[src/rtl/spi_pkg.sv]
// spi_pkg: shared state encoding and default sizing for the SPI slave controller.
package spi_pkg;

    typedef enum logic {
        IDLE   = 1'b0,
        ACTIVE = 1'b1
    } state_e;

    localparam int SPI_WIDTH       = 8;
    localparam int SPI_SYNC_STAGES = 2;

endpackage

[src/rtl/spi_pin_sync.sv]
// spi_pin_sync: multi-flop synchroniser for one asynchronous pin with rise/fall strobes.
module spi_pin_sync #(
    parameter int   STAGES  = 2,
    parameter logic RST_VAL = 1'b0
) (
    input  logic clk,
    input  logic clear,
    input  logic d,
    output logic q,
    output logic rise,
    output logic fall
);
    logic [STAGES-1:0] sync_q;
    logic              prev_q;

    always_ff @(posedge clk or negedge clear) begin
        if (!clear) begin
            sync_q <= {STAGES{RST_VAL}};
            prev_q <= RST_VAL;
        end else begin
            sync_q <= {sync_q[STAGES-2:0], d};
            prev_q <= sync_q[STAGES-1];
        end
    end

    assign q    = sync_q[STAGES-1];
    assign rise = q & ~prev_q;
    assign fall = ~q & prev_q;

endmodule

[src/rtl/spi_slave_ctrl.sv]
// spi_slave_ctrl: mode-0 SPI slave sequencer; shifts words in/out on synchronised sclk edges
// and hands received words to the core over a valid/ready handshake.
module spi_slave_ctrl
    import spi_pkg::*;
#(
    parameter int WIDTH       = SPI_WIDTH,
    parameter int SYNC_STAGES = SPI_SYNC_STAGES
) (
    input  logic             clk,
    input  logic             clear,
    input  logic             sclk,
    input  logic             cs,
    input  logic             mosi,
    output logic             miso,
    output logic [WIDTH-1:0] rx_data,
    output logic             rx_valid,
    input  logic             rx_ready,
    input  logic [WIDTH-1:0] tx_data,
    output logic             tx_req,
    output logic             overrun,
    output logic             frame_err,
    output logic             busy
);
    localparam int            CW   = $clog2(WIDTH);
    localparam logic [CW-1:0] LAST = CW'(WIDTH - 1);

    logic             sclk_rise, sclk_fall, cs_rise, cs_fall, mosi_s;
    logic             sclk_lvl_unused, cs_lvl_unused;
    logic [1:0]       mosi_edge_unused;
    state_e           state_q, state_d;
    logic [CW-1:0]    cnt_q, cnt_d;
    logic             got_bit_q, got_bit_d;
    logic [WIDTH-1:0] rx_shift_q, rx_shift_d;
    logic [WIDTH-1:0] tx_shift_q, tx_shift_d;
    logic [WIDTH-1:0] rx_data_q, rx_data_d;
    logic             miso_q, miso_d;
    logic             rx_valid_q, rx_valid_d;
    logic             tx_req_q, tx_req_d;
    logic             overrun_q, overrun_d;
    logic             frame_err_q, frame_err_d;

    spi_pin_sync #(.STAGES(SYNC_STAGES), .RST_VAL(1'b0)) u_sclk (
        .clk(clk), .clear(clear), .d(sclk),
        .q(sclk_lvl_unused), .rise(sclk_rise), .fall(sclk_fall)
    );

    spi_pin_sync #(.STAGES(SYNC_STAGES), .RST_VAL(1'b1)) u_cs (
        .clk(clk), .clear(clear), .d(cs),
        .q(cs_lvl_unused), .rise(cs_rise), .fall(cs_fall)
    );

    spi_pin_sync #(.STAGES(SYNC_STAGES), .RST_VAL(1'b0)) u_mosi (
        .clk(clk), .clear(clear), .d(mosi),
        .q(mosi_s), .rise(mosi_edge_unused[0]), .fall(mosi_edge_unused[1])
    );

    always_comb begin
        state_d     = state_q;
        cnt_d       = cnt_q;
        got_bit_d   = got_bit_q;
        rx_shift_d  = rx_shift_q;
        tx_shift_d  = tx_shift_q;
        rx_data_d   = rx_data_q;
        miso_d      = miso_q;
        rx_valid_d  = rx_valid_q && !rx_ready;
        tx_req_d    = 1'b0;
        overrun_d   = overrun_q;
        frame_err_d = 1'b0;
        if (state_q == IDLE) begin
            if (cs_fall) begin
                state_d    = ACTIVE;
                cnt_d      = '0;
                got_bit_d  = 1'b0;
                rx_shift_d = '0;
                tx_shift_d = tx_data;
                miso_d     = tx_data[WIDTH-1];
                tx_req_d   = 1'b1;
            end
        end else begin
            if (sclk_rise) begin
                rx_shift_d = {rx_shift_q[WIDTH-2:0], mosi_s};
                got_bit_d  = 1'b1;
                if (cnt_q == LAST) begin
                    cnt_d      = '0;
                    rx_data_d  = rx_shift_d;
                    overrun_d  = overrun_q | rx_valid_d;
                    rx_valid_d = 1'b1;
                end else begin
                    cnt_d = cnt_q + CW'(1);
                end
            end
            // cs_rise sees the counter after this cycle's rise, so a word finishing now is not an error
            if (cs_rise) begin
                frame_err_d = (cnt_d != '0);
                state_d     = IDLE;
                cnt_d       = '0;
                miso_d      = 1'b0;
            end else if (sclk_fall) begin
                if (cnt_q != '0) begin
                    tx_shift_d = tx_shift_q << 1;
                    miso_d     = tx_shift_q[WIDTH-2];
                end else if (got_bit_q) begin
                    tx_shift_d = tx_data;
                    miso_d     = tx_data[WIDTH-1];
                    tx_req_d   = 1'b1;
                end
            end
        end
    end

    always_ff @(posedge clk or negedge clear) begin
        if (!clear) begin
            state_q     <= IDLE;
            cnt_q       <= '0;
            got_bit_q   <= 1'b0;
            rx_shift_q  <= '0;
            tx_shift_q  <= '0;
            rx_data_q   <= '0;
            miso_q      <= 1'b0;
            rx_valid_q  <= 1'b0;
            tx_req_q    <= 1'b0;
            overrun_q   <= 1'b0;
            frame_err_q <= 1'b0;
        end else begin
            state_q     <= state_d;
            cnt_q       <= cnt_d;
            got_bit_q   <= got_bit_d;
            rx_shift_q  <= rx_shift_d;
            tx_shift_q  <= tx_shift_d;
            rx_data_q   <= rx_data_d;
            miso_q      <= miso_d;
            rx_valid_q  <= rx_valid_d;
            tx_req_q    <= tx_req_d;
            overrun_q   <= overrun_d;
            frame_err_q <= frame_err_d;
        end
    end

    assign miso      = miso_q;
    assign rx_data   = rx_data_q;
    assign rx_valid  = rx_valid_q;
    assign tx_req    = tx_req_q;
    assign overrun   = overrun_q;
    assign frame_err = frame_err_q;
    assign busy      = (state_q == ACTIVE);

endmodule

[config.mk]
export PLATFORM = sky130hd
export DESIGN_NAME = spi_slave_ctrl
export DESIGN_NICKNAME = d
export VERILOG_FILES = /design/src/rtl/spi_pkg.sv /design/src/rtl/spi_pin_sync.sv /design/src/rtl/spi_slave_ctrl.sv
export SDC_FILE = /design/constraint.sdc
export NUM_CORES = 1
export LEC_CHECK = 0
export CORE_MARGIN = 1
export CORE_UTILIZATION = 28
export CTS_CLUSTER_SIZE = 40
export DETAILED_ROUTE_END_ITERATION = 16
export PLACE_DENSITY = 0.44
export SLEW_MARGIN = 10
export SYNTH_ARGS = -nofsm -noshare
export SYNTH_HDL_FRONTEND = slang
export SYNTH_HIERARCHICAL = 1
export SYNTH_SLANG_ARGS = --single-unit
[constraint.sdc]
create_clock -name clk -period 2.1 [get_ports clk]
set_clock_uncertainty 0.1 [all_clocks]
set_input_delay 0.63 -clock clk [delete_from_list [all_inputs] [get_ports clk]]
set_output_delay 0.63 -clock clk [all_outputs]
set_load 0.02 [all_outputs]
==> impl_metrics.json, run 1 <==
{
  "multi_input_area_um2": 693,
  "ctsRootBufferMaster": "clkbuf_8",
  "final_hold_viol_count": 0,
  "seq_area_mm2": 0.00100,
  "clock_sinks": 40,
  "endpoint_kind": "primary output",
  "path_cells": "clkdlybuf4s50_1",
  "finalCritPeriodShare": 0.952,
  "rows": 28,
  "design.core.area_mm2": 0.00599,
  "maxSlewHeadroom": 0.493,
  "crit_buf_inv": 1,
  "cp_max_fo": 2,
  "vias_per_cell": 4.90,
  "hpwl_mm": 2.54,
  "grt_pass1_wl_mm": 6.09,
  "drive_gt1_frac": 0.161,
  "setup_viol": 0,
  "track_usage": 0.124,
  "num_antenna_cells": 0,
  "drtIter0Drc": 52,
  "p_per_area_mw_per_mm2": 912,
  "worst_pin_slew_ns": 0.759,
  "gp_congestion": 0.817,
  "die_y_um": 81.4,
  "grt_max_degree": 23,
  "ant_nets": 0,
  "clock_path_buffers": 2,
  "drc": 0,
  "crit_path_max_incr_delay_ns": 0.61,
  "syn_area_per_cell_um2": 11.8,
  "critPathLaunchType": "flop",
  "max_freq_mhz": 500,
  "nets": 196,
  "fin_tns_setup_ns": 0,
  "ir_worst_vdd_mv": 0.357,
  "cts.htree.levels": 2,
  "path_delay_family": "buffers and inverters",
  "clkLatencyLatePin_ns": 0.29,
  "p_total_w": 0.00205,
  "wl_mm": 3.61,
  "path_clk_slew_ns": 0.08,
  "p_leak_nw": 0.958,
  "status": "finished, final reports clean",
  "cts_setup_buffers": 0,
  "crit_path_top_delay_cell": "clkdlybuf4s50_1",
  "critPathArrivalTime_ns": 1.27,
  "period_needed_ns": 2.00,
  "nFillCells": 590,
  "reg2reg_slack_ns": 0.19,
  "die_w_um": 81.4,
  "antenna_found_initial": 0,
  "post_drt_wl_per_cell_um": 14.1,
  "numCtsBuffers": 5,
  "path_class": "reg2out",
  "syn_nets": 167,
  "hold_path.class": "in2async",
  "fp.dieArea_mm2": 0.00662,
  "rsz0062_at_grt": "no",
  "worstRegToRegCells": 4,
  "syn_inst": 150,
  "syn_to_final_growth_pct": 27.3,
  "dr.pass1.iters": 4,
  "grt_pass1_vias": 1255,
  "numPortBuffers": 27,
  "start_util": 0.294,
  "rr_startpoint": "u_cs/prev_q",
  "slew_viol_final": 0,
  "post_cts_resized": 0,
  "required_ns": 1.37,
  "boundaryPins": 28,
  "reg2reg_to": "tx_shift_q[0]",
  "holdBufCountCts": 0,
  "cap_violations": 0,
  "cts_tree": "yes",
  "vias": 1250,
  "grt-ovfl-total": 0,
  "netlist_area_mm2": 0.00176,
  "yosysWarnings": 6
}
-- per-stage QoR --
stage | hold WS (ns) | utilization | setup slack [ns] | cell area (µm²) | instances
4_1_cts | 0.191 | 0.375 | 0.0817 | 2240 | 255
5_1_grt | 0.197 | 0.375 | 0.0461 | 2240 | 255
3_3_place_gp | 0.234 | 0.354 | 0.263 | 2120 | 247
3_5_place_dp | 0.240 | 0.354 | 0.207 | 2120 | 247
2_1_floorplan | 0.231 | - | 0.429 | 1760 | 150
6_report | 0.180 | 0.375 | 0.102 | 2240 | 255
-- registers in the layout, indices dropped and copies added (netlist names) --
signal,cells
u_cs/prev_q,1
u_mosi/sync_q,2
busy,1
tx_shift_q,7
rx_data,8
overrun,1
u_cs/sync_q,2
tx_req,1
frame_err,1
cnt_q,3
rx_shift_q,7
u_sclk/prev_q,1
got_bit_q,1
u_sclk/sync_q,2
rx_valid,1
miso,1
-- report_power, final --
part	internal, W	switching [W]	total (W)
sequential	0.000878	0.0000749	0.000953
clock	0.000419	0.000264	0.000684
combinational	0.000177	0.000233	0.000410
-- final cells by class --
cell class | count | area share
sequential | 40 | 0.448
clock inverter | 1 | 0.0134
inverter | 5 | 0.00836
multi-input combinational | 96 | 0.309
tap | 75 | 0.0418
timing repair buffer | 31 | 0.137
clock buffer | 7 | 0.0429
-- worst max-delay path by stage --
stage	endpoint	slack [ns]	start	depth (start not counted)
after global routing	miso	0.05	miso	1
after detailed placement	tx_shift_q[0]	0.21	u_cs/prev_q	4
after global placement	tx_shift_q[0]	0.26	u_cs/prev_q	4
after CTS	miso	0.08	miso	1
final	miso	0.10	miso	1
after floorplan	miso	0.43	cnt_q[1]	6
-- layout by cell type, fill, tap and decap left out, types with 2 or more instances in the layout --
cell type,instances
a211oi_1,6
a31oi_1,7
a32o_1,2
and2b_2,2
buf_4,3
clkbuf_8,7
clkdlybuf4s50_1,26
dfrtp_1,37
dfstp_2,3
ha_1,3
inv_1,5
mux2_2,8
mux2i_1,9
nand2_1,8
nand2b_1,4
nand3_1,8
nor2_1,2
nor2b_1,5
o21ai_0,16
-- metal layers --
layer	vias to the layer above	part of all wire	global-route usage
li1	598	-	-
met3	2	0.057	0.0404
met1	617	0.45	0.149
met4	0	0.0075	0.0500
met2	33	0.48	0.203
met5	-	0	0
(Power assumes the default switching activity.)
==> inputs of run 2 (changes only) <==
PLACE_DENSITY = 0.5   (was 0.44)
==> impl_metrics.json, run 2 (synthesized netlist as in run 1, its figures left out) <==
{
  "place_area_mm2": 0.00212,
  "crit_path_top_delay_cell": "clkdlybuf4s50_1",
  "layout_common_cells": "dfrtp_1 (37), clkdlybuf4s50_1 (26), o21ai_0 (16)",
  "numCtsBuffers": 5,
  "start_util": 0.294,
  "die_y_um": 81.4,
  "fin_tns_setup_ns": 0,
  "track_usage": 0.122,
  "crit_buf_inv": 1,
  "path_clk_slew_ns": 0.08,
  "final_util": 0.374,
  "layout_commonest_cell": "dfrtp_1",
  "drc": 0,
  "clock_path_buffers": 2,
  "grt-ovfl-total": 0,
  "maxSlewHeadroom": 0.598,
  "finalCritPeriodShare": 0.960,
  "hold_path.class": "in2async",
  "critPathLaunchType": "flop",
  "nets": 196,
  "grt_use_met3": 0.0315,
  "path_class": "reg2out",
  "setup_viol": 0,
  "period_needed_ns": 2.02,
  "worst_pin_slew_ns": 0.602,
  "grt_max_degree": 24,
  "syn_to_final_growth_pct": 27.0,
  "clock_sinks": 40,
  "hpwl_mm": 2.50,
  "nFillCells": 611,
  "holdWs_ns": 0.182,
  "reg2reg_slack_ns": 0.23,
  "worstRegToRegCells": 5,
  "largest_register_ffs": 8,
  "endpoint_kind": "primary output",
  "numPortBuffers": 27,
  "rr_startpoint": "u_cs/prev_q",
  "vias_per_cell": 4.98,
  "post_cts_resized": 0,
  "gr-usage-met1": 0.152,
  "fin_area_mm2": 0.00224,
  "drtIter0Drc": 40,
  "fp.dieArea_mm2": 0.00662,
  "rsz0062_at_grt": "no",
  "gp_congestion": 0.801,
  "grt_pass1_vias": 1326,
  "antenna_found_initial": 0,
  "ant_nets": 0,
  "ir_worst_vdd_mv": 0.389,
  "grt_util_met2": 0.191,
  "p_per_area_mw_per_mm2": 904,
  "final_hold_viol_count": 0,
  "max_freq_mhz": 496,
  "critPathArrivalTime_ns": 1.29,
  "cts.htree.levels": 2,
  "holdBufCountCts": 0,
  "dr.pass1.iters": 4,
  "wl_mm": 3.53,
  "p_leak_nw": 0.955,
  "design.core.area_mm2": 0.00599,
  "die_w_um": 81.4,
  "rows": 28,
  "required_ns": 1.37,
  "vias": 1271,
  "reg2reg_to": "tx_shift_q[4]",
  "cts_setup_buffers": 0,
  "grt_pass1_wl_mm": 6.06,
  "boundaryPins": 28,
  "ctsRootBufferMaster": "clkbuf_8",
  "crit_path_max_incr_delay_ns": 0.61,
  "p_total_w": 0.00203,
  "path_cells": "clkdlybuf4s50_1",
  "slew_viol_final": 0,
  "num_antenna_cells": 0,
  "path_delay_family": "buffers and inverters",
  "drive_gt1_frac": 0.161,
  "cap_violations": 0,
  "top_usage_layer": "met2",
  "clkLatencyLatePin_ns": 0.29,
  "status": "finished, final reports clean",
  "cp_max_fo": 2,
  "post_drt_wl_per_cell_um": 13.9,
  "cts_tree": "yes"
}
-- run 2: stage by stage --
stage                     setup WS, ns  instances
after floorplan                  0.429        150
after global placement           0.286        247
after detailed placement         0.245        247
after CTS                       0.0769        255
after global routing            0.0264        255
final                           0.0849        255
-- run 2: how the worst max path moves through the flow --
stage | slack, ns | from | endpoint | cells past startpoint
after global placement | 0.29 | cnt_q[1] | tx_shift_q[0] | 5
after floorplan | 0.43 | cnt_q[1] | miso | 6
after global routing | 0.03 | miso | miso | 1
final | 0.08 | miso | miso | 1
after CTS | 0.08 | miso | miso | 1
after detailed placement | 0.25 | cnt_q[1] | tx_shift_q[0] | 5
-- run 2: power breakdown --
part	internal, W	switching [W]	total (W)	leakage, nW
Combinational	0.000178	0.000235	0.000413	0.388
Sequential	0.000878	0.0000765	0.000954	0.506
Clock	0.000389	0.000269	0.000658	0.0614
-- run 2: final cells by class --
cell class                 count  area (µm²)  share of cell area
inverter                       5        18.8             0.00838
clock inverter                 2        38.8              0.0173
tap                           75        93.8              0.0419
sequential                    40        1000               0.449
timing repair buffer          31         308               0.137
multi-input combinational     96         693               0.309
clock buffer                   6        82.6              0.0369
-- run 2: layer usage --
metal / vias up / share of wire
met4: 0 / 0.026
met2: 35 / 0.45
met5: - / 0
li1: 597 / -
met3: 11 / 0.047
met1: 628 / 0.47
==> inputs of run 3 (changes only) <==
CORE_ASPECT_RATIO = 0.6   (was unset)
HOLD_SLACK_MARGIN = 0.12   (was unset)
PLACE_DENSITY = unset   (was 0.5)
==> impl_metrics.json, run 3 (synthesized netlist as in run 1, its figures left out) <==
{
  "fin_cells": 260,
  "hold_path.class": "reg2reg",
  "status": "finished, final reports clean",
  "finalCritPeriodShare": 0.942,
  "path_clk_slew_ns": 0.07,
  "grt_pass1_vias": 1118,
  "start_util": 0.304,
  "path_class": "reg2out",
  "endpoint_kind": "primary output",
  "gp_congestion": 0.781,
  "fp.dieArea_mm2": 0.00663,
  "maxSlewHeadroom": 0.657,
  "drive_gt1_frac": 0.144,
  "design.core.area_mm2": 0.00581,
  "seq_area_mm2": 0.00100,
  "ant_nets": 0,
  "setup_viol": 0,
  "period_needed_ns": 1.98,
  "clock_path_buffers": 2,
  "holdBufCountCts": 0,
  "rsz0062_at_grt": "no",
  "die_y_um": 63.5,
  "post-place-cells": 252,
  "crit_path_max_incr_delay_ns": 0.61,
  "nets": 196,
  "holdWs_ns": 0.249,
  "ctsRootBufferMaster": "clkbuf_8",
  "die_w_um": 104,
  "boundaryPins": 28,
  "vias_per_cell": 4.62,
  "ir_worst_vdd_mv": 0.308,
  "path_delay_family": "buffers and inverters",
  "crit_path_top_delay_cell": "clkdlybuf4s50_1",
  "track_usage": 0.111,
  "largest_register_ffs": 8,
  "fin_tns_setup_ns": 0,
  "final_util": 0.378,
  "vias": 1201,
  "layout_commonest_cell": "dfrtp_1",
  "layout_common_cells": "dfrtp_1 (37), clkdlybuf4s50_1 (26), o21ai_0 (16)",
  "path_cells": "clkdlybuf4s50_1",
  "syn_to_final_growth_pct": 24.3,
  "grt_max_degree": 41,
  "num_antenna_cells": 0,
  "drc": 0,
  "post_drt_wl_per_cell_um": 13.4,
  "p_leak_nw": 0.929,
  "grt_pass1_wl_mm": 5.66,
  "clock_sinks": 40,
  "cts_tree": "yes",
  "critPathArrivalTime_ns": 1.25,
  "crit_buf_inv": 1,
  "required_ns": 1.37,
  "cp_max_fo": 2,
  "post_cts_resized": 0,
  "slew_viol_final": 0,
  "numPortBuffers": 27,
  "multi_input_area_um2": 693,
  "cap_violations": 0,
  "max_freq_mhz": 505,
  "antenna_found_initial": 0,
  "rows": 21,
  "final_hold_viol_count": 0,
  "drtIter0Drc": 95,
  "cts.htree.levels": 2,
  "hpwl_mm": 2.36,
  "nFillCells": 559,
  "worst_pin_slew_ns": 0.513,
  "p_per_area_mw_per_mm2": 845,
  "clkLatencyLatePin_ns": 0.29,
  "grt-ovfl-total": 0,
  "wl_mm": 3.49,
  "numCtsBuffers": 5,
  "cts_setup_buffers": 0,
  "dr.pass1.iters": 4,
  "critPathLaunchType": "flop"
}
## run 3: cell types whose count changed in the layout (fill, tap and decap cells not counted)
cell | before | now
bufinv_16 | 1 | 0
clkbuf_1 | 0 | 3
clkbuf_8 | 6 | 5
clkinv_4 | 1 | 0
buf_4 | 3 | 4
buf_12 | 1 | 0
## run 3: metal layers
layer  wire (µm)  vias to the layer above  part of all wire  GRT usage
li1            -                      600                 -          -
met1        1940                      579              0.56      0.173
met2        1390                       20              0.40      0.136
met3         143                        2             0.041     0.0362
met4          16                        0            0.0046     0.0429
met5           0                        -                 0          0
## run 3: layout make-up
cell class	count	share of cell area
clock buffers	8	0.0365
inverters	5	0.00856
multi-input cells	96	0.316
flip-flops and latches	40	0.458
well taps	80	0.0457
repair buffers	31	0.135
## run 3: worst paths after layout
| path | from | to | slack (ns) | cells past startpoint |
|---|---|---|---|---|
| worst max-delay path | miso | miso | 0.12 | 1 |
| worst min-delay path | u_sclk/sync_q[0] | u_sclk/sync_q[1] | 0.25 | 0 |
| worst max register to register | cnt_q[0] | miso | 0.22 | 5 |
| worst min register to register | u_sclk/sync_q[0] | u_sclk/sync_q[1] | 0.25 | 0 |
| max in group asynchronous | clear | u_cs/sync_q[0] | 1.23 | 2 |
| min in group asynchronous | clear | tx_shift_q[3] | 0.29 | 2 |
## run 3: per-stage QoR
| step | power [W] | worst slack [ns] | cell area, µm² |
|---|---|---|---|
| CTS | 0.00187 | 0.103 | 2190 |
| global route | 0.00197 | 0.0620 | 2190 |
| global placement | 0.00137 | 0.273 | 2110 |
| detailed placement | 0.00138 | 0.245 | 2110 |
| finish | 0.00185 | 0.121 | 2190 |
| floorplan | 0.00124 | 0.429 | 1760 |
## run 3: power breakdown
group | internal (W) | switching, W
Sequential | 0.000878 | 0.0000730
Combinational | 0.000175 | 0.000238
Clock | 0.000236 | 0.000252
